`config.mk`:
```
export PLATFORM = sky130hd
export DESIGN_NAME = count_month
export DESIGN_NICKNAME = d
export VERILOG_FILES = /design/src/rtl/clock_pkg.sv /design/src/rtl/month_class_decode.sv /design/src/rtl/count_month.sv
export SDC_FILE = /design/constraint.sdc
export NUM_CORES = 1
export LEC_CHECK = 0
export CORE_ASPECT_RATIO = 1.1
export CORE_MARGIN = 4
export CORE_UTILIZATION = 49
export CTS_CLUSTER_SIZE = 12
export DETAILED_ROUTE_END_ITERATION = 7
export PLACE_DENSITY = 0.88
export SLEW_MARGIN = 25
export SYNTH_ARGS = -nofsm -noshare
export SYNTH_HDL_FRONTEND = slang
export SYNTH_SLANG_ARGS = --single-unit
export TNS_END_PERCENT = 50
```
`constraint.sdc`:
```
create_clock -name clk -period 3.75 [get_ports clk]
set_input_delay 0.75 -clock clk [delete_from_list [all_inputs] [get_ports clk]]
set_output_delay 0.75 -clock clk [all_outputs]
set_load 0.03 [all_outputs]
```
`src/rtl/clock_pkg.sv`:
```
// Shared definitions for the century-clock counter stages.
// Holds the legal month range, the BCD digit widths and the month-length
// class lists used by the day, month and year stages.
package clock_pkg;

  localparam int MONTH_MIN  = 1;
  localparam int MONTH_MAX  = 12;

  localparam int BCD_UNIT_W = 4;
  localparam int BCD_TEN_W  = 1;

  // Bit (m-1) is set when month m belongs to the class.
  localparam logic [11:0] MONTHS_31 = 12'b1010_1101_0101; // 1,3,5,7,8,10,12
  localparam logic [11:0] MONTHS_30 = 12'b0101_0010_1000; // 4,6,9,11
  localparam logic [11:0] MONTHS_28 = 12'b0000_0000_0010; // 2

endpackage

```
`src/rtl/month_class_decode.sv`:
```
// Combinational month-length class decoder.
// Ports:
//   month_ten  - BCD tens digit of the month (0/1)
//   month_unit - BCD units digit of the month
//   TO         - month has 31 days
//   T          - month has 30 days
//   TN         - month is February
//   illegal    - digits do not form a month in 1..12; all class outputs low
module month_class_decode
  import clock_pkg::*;
(
  input  logic [BCD_TEN_W-1:0]  month_ten,
  input  logic [BCD_UNIT_W-1:0] month_unit,
  output logic                  TO,
  output logic                  T,
  output logic                  TN,
  output logic                  illegal
);

  logic [4:0] month_bin;
  logic [3:0] idx;

  always_comb begin
    illegal = (month_unit > BCD_UNIT_W'(9))
           || ((month_ten == BCD_TEN_W'(0)) && (month_unit == BCD_UNIT_W'(0)))
           || ((month_ten != BCD_TEN_W'(0)) && (month_unit > BCD_UNIT_W'(2)));
    month_bin = ((month_ten != BCD_TEN_W'(0)) ? 5'd10 : 5'd0) + 5'(month_unit);
    // idx is only meaningful for legal months; illegal gates every output.
    idx = 4'(month_bin - 5'd1);
    TO  = !illegal && MONTHS_31[idx];
    T   = !illegal && MONTHS_30[idx];
    TN  = !illegal && MONTHS_28[idx];
  end

endmodule

```
`src/rtl/count_month.sv`:
```
// Month stage of the century clock.
// Counts months 01..12 in BCD, advancing on the day stage's end-of-month
// pulse in run mode, or stepping up/down on single key presses in set mode.
// Ports:
//   clk        - system clock, rising edge
//   rst        - synchronous active-high reset (month -> 01)
//   en_m       - 1 = run mode, 0 = set mode
//   pulse_d    - end-of-month pulse from the day stage
//   up, down   - set-mode step keys (level, acted on at rising edge)
//   month_unit - BCD units digit (registered)
//   month_ten  - BCD tens digit (registered)
//   TO, T, TN  - 31-day / 30-day / February class of the current month
//   pulse_m    - one-cycle end-of-year pulse to the year stage
module count_month
  import clock_pkg::*;
#(
  parameter int MAX_DISPLAY_UNIT = 4,
  parameter int MAX_DISPLAY_TEN  = 1
) (
  input  logic                        clk,
  input  logic                        rst,
  input  logic                        en_m,
  input  logic                        pulse_d,
  input  logic                        up,
  input  logic                        down,
  output logic [MAX_DISPLAY_UNIT-1:0] month_unit,
  output logic [MAX_DISPLAY_TEN-1:0]  month_ten,
  output logic                        TO,
  output logic                        T,
  output logic                        TN,
  output logic                        pulse_m
);

  localparam int MW = MAX_DISPLAY_TEN + MAX_DISPLAY_UNIT;

  typedef logic [MW-1:0] month_t;

  localparam month_t M_01 = {MAX_DISPLAY_TEN'(0), MAX_DISPLAY_UNIT'(MONTH_MIN)};
  localparam month_t M_12 = {MAX_DISPLAY_TEN'(1), MAX_DISPLAY_UNIT'(MONTH_MAX - 10)};

  logic   up_p0;
  logic   down_p0;
  logic   pulse_year_p0;
  logic   illegal;
  logic   up_rise;
  logic   down_rise;
  month_t cur;

  function automatic month_t bcd_inc(input month_t m);
    logic [MAX_DISPLAY_TEN-1:0]  ten;
    logic [MAX_DISPLAY_UNIT-1:0] unit;
    month_t                      r;
    ten  = m[MW-1 -: MAX_DISPLAY_TEN];
    unit = m[MAX_DISPLAY_UNIT-1:0];
    if (m == M_12)
      r = M_01;
    else if (unit == MAX_DISPLAY_UNIT'(9))
      r = {MAX_DISPLAY_TEN'(1), MAX_DISPLAY_UNIT'(0)};
    else
      r = {ten, unit + MAX_DISPLAY_UNIT'(1)};
    return r;
  endfunction

  function automatic month_t bcd_dec(input month_t m);
    logic [MAX_DISPLAY_TEN-1:0]  ten;
    logic [MAX_DISPLAY_UNIT-1:0] unit;
    month_t                      r;
    ten  = m[MW-1 -: MAX_DISPLAY_TEN];
    unit = m[MAX_DISPLAY_UNIT-1:0];
    if (m == M_01)
      r = M_12;
    else if (unit == MAX_DISPLAY_UNIT'(0))
      r = {MAX_DISPLAY_TEN'(0), MAX_DISPLAY_UNIT'(9)};
    else
      r = {ten, unit - MAX_DISPLAY_UNIT'(1)};
    return r;
  endfunction

  assign cur       = {month_ten, month_unit};
  assign up_rise   = up & ~up_p0;
  assign down_rise = down & ~down_p0;

  month_class_decode u_decode (
    .month_ten  (month_ten),
    .month_unit (month_unit),
    .TO         (TO),
    .T          (T),
    .TN         (TN),
    .illegal    (illegal)
  );

  // ---- stage p0: month register, key history, end-of-year pulse ----
  // Key history resets high so a key held through reset is not seen as a press.
  always_ff @(posedge clk) begin
    if (rst) begin
      {month_ten, month_unit} <= M_01;
      pulse_year_p0           <= 1'b0;
      up_p0                   <= 1'b1;
      down_p0                 <= 1'b1;
    end else begin
      up_p0         <= up;
      down_p0       <= down;
      pulse_year_p0 <= 1'b0;
      if (illegal) begin
        {month_ten, month_unit} <= M_01;
      end else if (en_m) begin
        if (pulse_d) begin
          {month_ten, month_unit} <= bcd_inc(cur);
          pulse_year_p0           <= (cur == M_12);
        end
      end else if (up_rise && !down_rise) begin
        {month_ten, month_unit} <= bcd_inc(cur);
      end else if (down_rise && !up_rise) begin
        {month_ten, month_unit} <= bcd_dec(cur);
      end
    end
  end

  assign pulse_m = pulse_year_p0 & en_m;

endmodule

```
==> results.json <==
{
  "yosys.area.top_type_share_pct": 21.9,
  "yosys.area.top_type": "dfxtp_1",
  "rows": 14,
  "instances_no_fill": 125,
  "core_area_um2": 1380,
  "vdd_drop_max_mv": 0.278,
  "grt_use_total_pct": 16.9,
  "area_growth_syn_to_layout_pct": 20.5,
  "die_w_um": 44.9,
  "slew_viol_final": 0,
  "drive_above_1_share_pct": 13.8,
  "final_core_util_pct": 63.7,
  "grt_pass1_vias": 667,
  "post-route-min-period_ps": 3510,
  "grt-ovfl-total": 0,
  "postCtsSetupBuffers": 0,
  "yosys_warnings": 0,
  "synth_cell_types": 38,
  "path_clk_slew_ps": 50,
  "critPathSlowestCell": "dfxtp_1",
  "worst_pin_slew_ps": 557,
  "clock_path_buffers": 2,
  "cp.required_ps": 3000,
  "maxSlewHeadroom_pct": 62.8,
  "crit_family": "adder cells",
  "vias": 774,
  "outcome": "finished clean",
  "grt_max_degree": 22,
  "power_leakage_uw": 0.000308,
  "antenna_found_initial": 0,
  "grt_pass1_wl_mm": 2.86,
  "finalHoldViolCount": 0,
  "wirelength_mm": 1.69,
  "numPortBuffers": 14,
  "initial_core_util_pct": 52.9,
  "hold_class": "reg2reg",
  "layout.nets": 119,
  "worstPathArrival_ps": 2760,
  "ys.flop_type": "dfxtp_1",
  "rsz0062_at_grt": "no",
  "synthesis.area_um2": 732,
  "cp-end-kind": "output port",
  "diodes": 0,
  "crit_path_start_kind": "register",
  "vias_per_cell": 6.19,
  "postSynthCellCount": 98,
  "placed_cells": 122,
  "synth_edf_count": 0,
  "ys_ff_latch": 8,
  "synth_area_leaders": "dfxtp_1 22%, nor2_1 5.1%, xnor2_1 4.8%",
  "wl_per_cell_um": 13.5,
  "setup_tns_ps": 0,
  "place_congestion": 0.839,
  "clock_skew_ps": 7.60,
  "max_cap_viol_count": 0,
  "drc": 0,
  "critical_path.max_stage_delay_ps": 520,
  "path_class": "reg2out",
  "clock.fmax_ghz": 0.285,
  "cp_max_fo": 10,
  "die_area_um2": 2180,
  "drt_iter0_drc": 13,
  "cp_num_buf_inv": 2,
  "cts_tree": "yes",
  "powerDensity_nw_per_um2": 578,
  "syn-num-nets": 106,
  "dr.pass1.iters": 4,
  "io_pins": 15,
  "avgSynthCellArea_um2": 7.47,
  "cts_max_level": 1,
  "die_h_um": 48.5,
  "cts-resized-gates": 0,
  "clk_latency_ps": 260,
  "drtAntennaViolNets": 0,
  "period_share_pct": 93.5,
  "cts_hold_buf": 0,
  "setup_viol": 0,
  "async_flop_share_pct": 0,
  "ys_seq_area_share_pct": 21.9,
  "clock_sinks": 8,
  "clockRootBuffer": "clkbuf_4",
  "crit_path_cell_trace": "inv_1 -> ha_1 -> nand2b_1 -> fa_1 -> xor2_1 -> xnor2_1 -> or2_2 -> nor2_1 -> nor3_1 -> buf_4",
  "p_total_uw": 510,
  "holdWs_ps": 643,
  "cts_buffers": 3,
  "dp_hpwl_mm": 1.25
}
## state kept, by name, summed over array words and instances (netlist names)
| register | flops |
|---|---|
| up_p0 | 1 |
| down_p0 | 1 |
| month_unit | 4 |
| month_ten | 1 |
| pulse_year_p0 | 1 |
## logic make-up (layout without fill, tap and decap cells)
family                     count (synthesis)  after routing  synth area share [%]
adders and majority gates                  2              2                  4.44
AOI/OAI and AO/OA                         25             25                  25.5
buffers and inverters                     10             21                  7.35
xor gates and xnor gates                   6              6                  7.18
and+or+nand+nor                           47             47                  33.7
DFF                                        8              8                  21.9
## worst register-to-register path, stage by stage, from the launching register on
cell and delay, ps:
dfxtp_1 670, nor2_1 170, nand2_1 100, o2111ai_1 200
or2_0 400, nor4_1 280
## area by class of cell
cell class | count | area (um2)
inverters | 2 | 7.51
clock buffers | 3 | 22.5
multi-input cells | 80 | 523
repair buffers | 16 | 148
flip-flops and latches | 8 | 161
fillers | 123 | 502
well taps | 16 | 20.0
## stage by stage
step | instance area [um2] | setup WS [ps]
6_report | 882 | 245
5_1_grt | 882 | 57.7
2_1_floorplan | 737 | -90.6
4_1_cts | 881 | 144
3_5_place_dp | 858 | 434
3_3_place_gp | 858 | 533
## cells in the final DEF, fill, tap and decap left out, types with 2 or more instances in the layout
cell	Yosys	layout
nand3_1	3	3
or2_2	3	3
xnor2_1	4	4
a31oi_1	4	4
nor4_1	5	5
or3_1	2	2
buf_4	0	5
nor3_1	4	3
a211o_1	2	2
a21oi_1	5	5
nor2_1	10	10
a211oi_1	2	2
and2_1	4	4
a21o_1	2	2
nand2_1	7	7
clkbuf_4	1	3
o21ai_0	2	2
nand2b_1	5	5
dfxtp_1	8	7
xor2_1	2	2
clkdlybuf4s50_1	0	11
## cell usage after synthesis (all sizes together) (2+ instances only)
library cell and instances:
nand2 7, and2 4, dfxtp 8, or2 4, nand3 3, o21ai 2
nor3 4, or3 2, a31oi 4, buf 5, clkbuf 3, xnor2 4
a21o 2, nor2 10, xor2 2, a211o 2, nand2b 5, a211oi 2
a21oi 5, nor4 5
## metal layers
layer / up-vias / global-route usage, % / part of all wire, %
met5: - / 0 / 0
met4: 0 / 7.32 / 0
met3: 0 / 6.30 / 7.2
met2: 33 / 23.2 / 51
met1: 360 / 23.1 / 42
li1: 381 / - / -
## power breakdown
part | internal [uW] | switching [uW]
logic | 137 | 188
clock network | 36.8 | 31.4
registers | 95.4 | 21.2
total | 270 | 240
## final timing paths
path | startpoint | endpoint | slack [ps] | cells past startpoint
min | month_ten | month_ten | 640 | 2
min reg2reg | month_ten | month_ten | 640 | 2
max reg2reg | month_unit[2] | pulse_year_p0 | 1840 | 5
max | month_ten | TO | 240 | 10
Note: power is estimated with default switching activity, not from simulation.
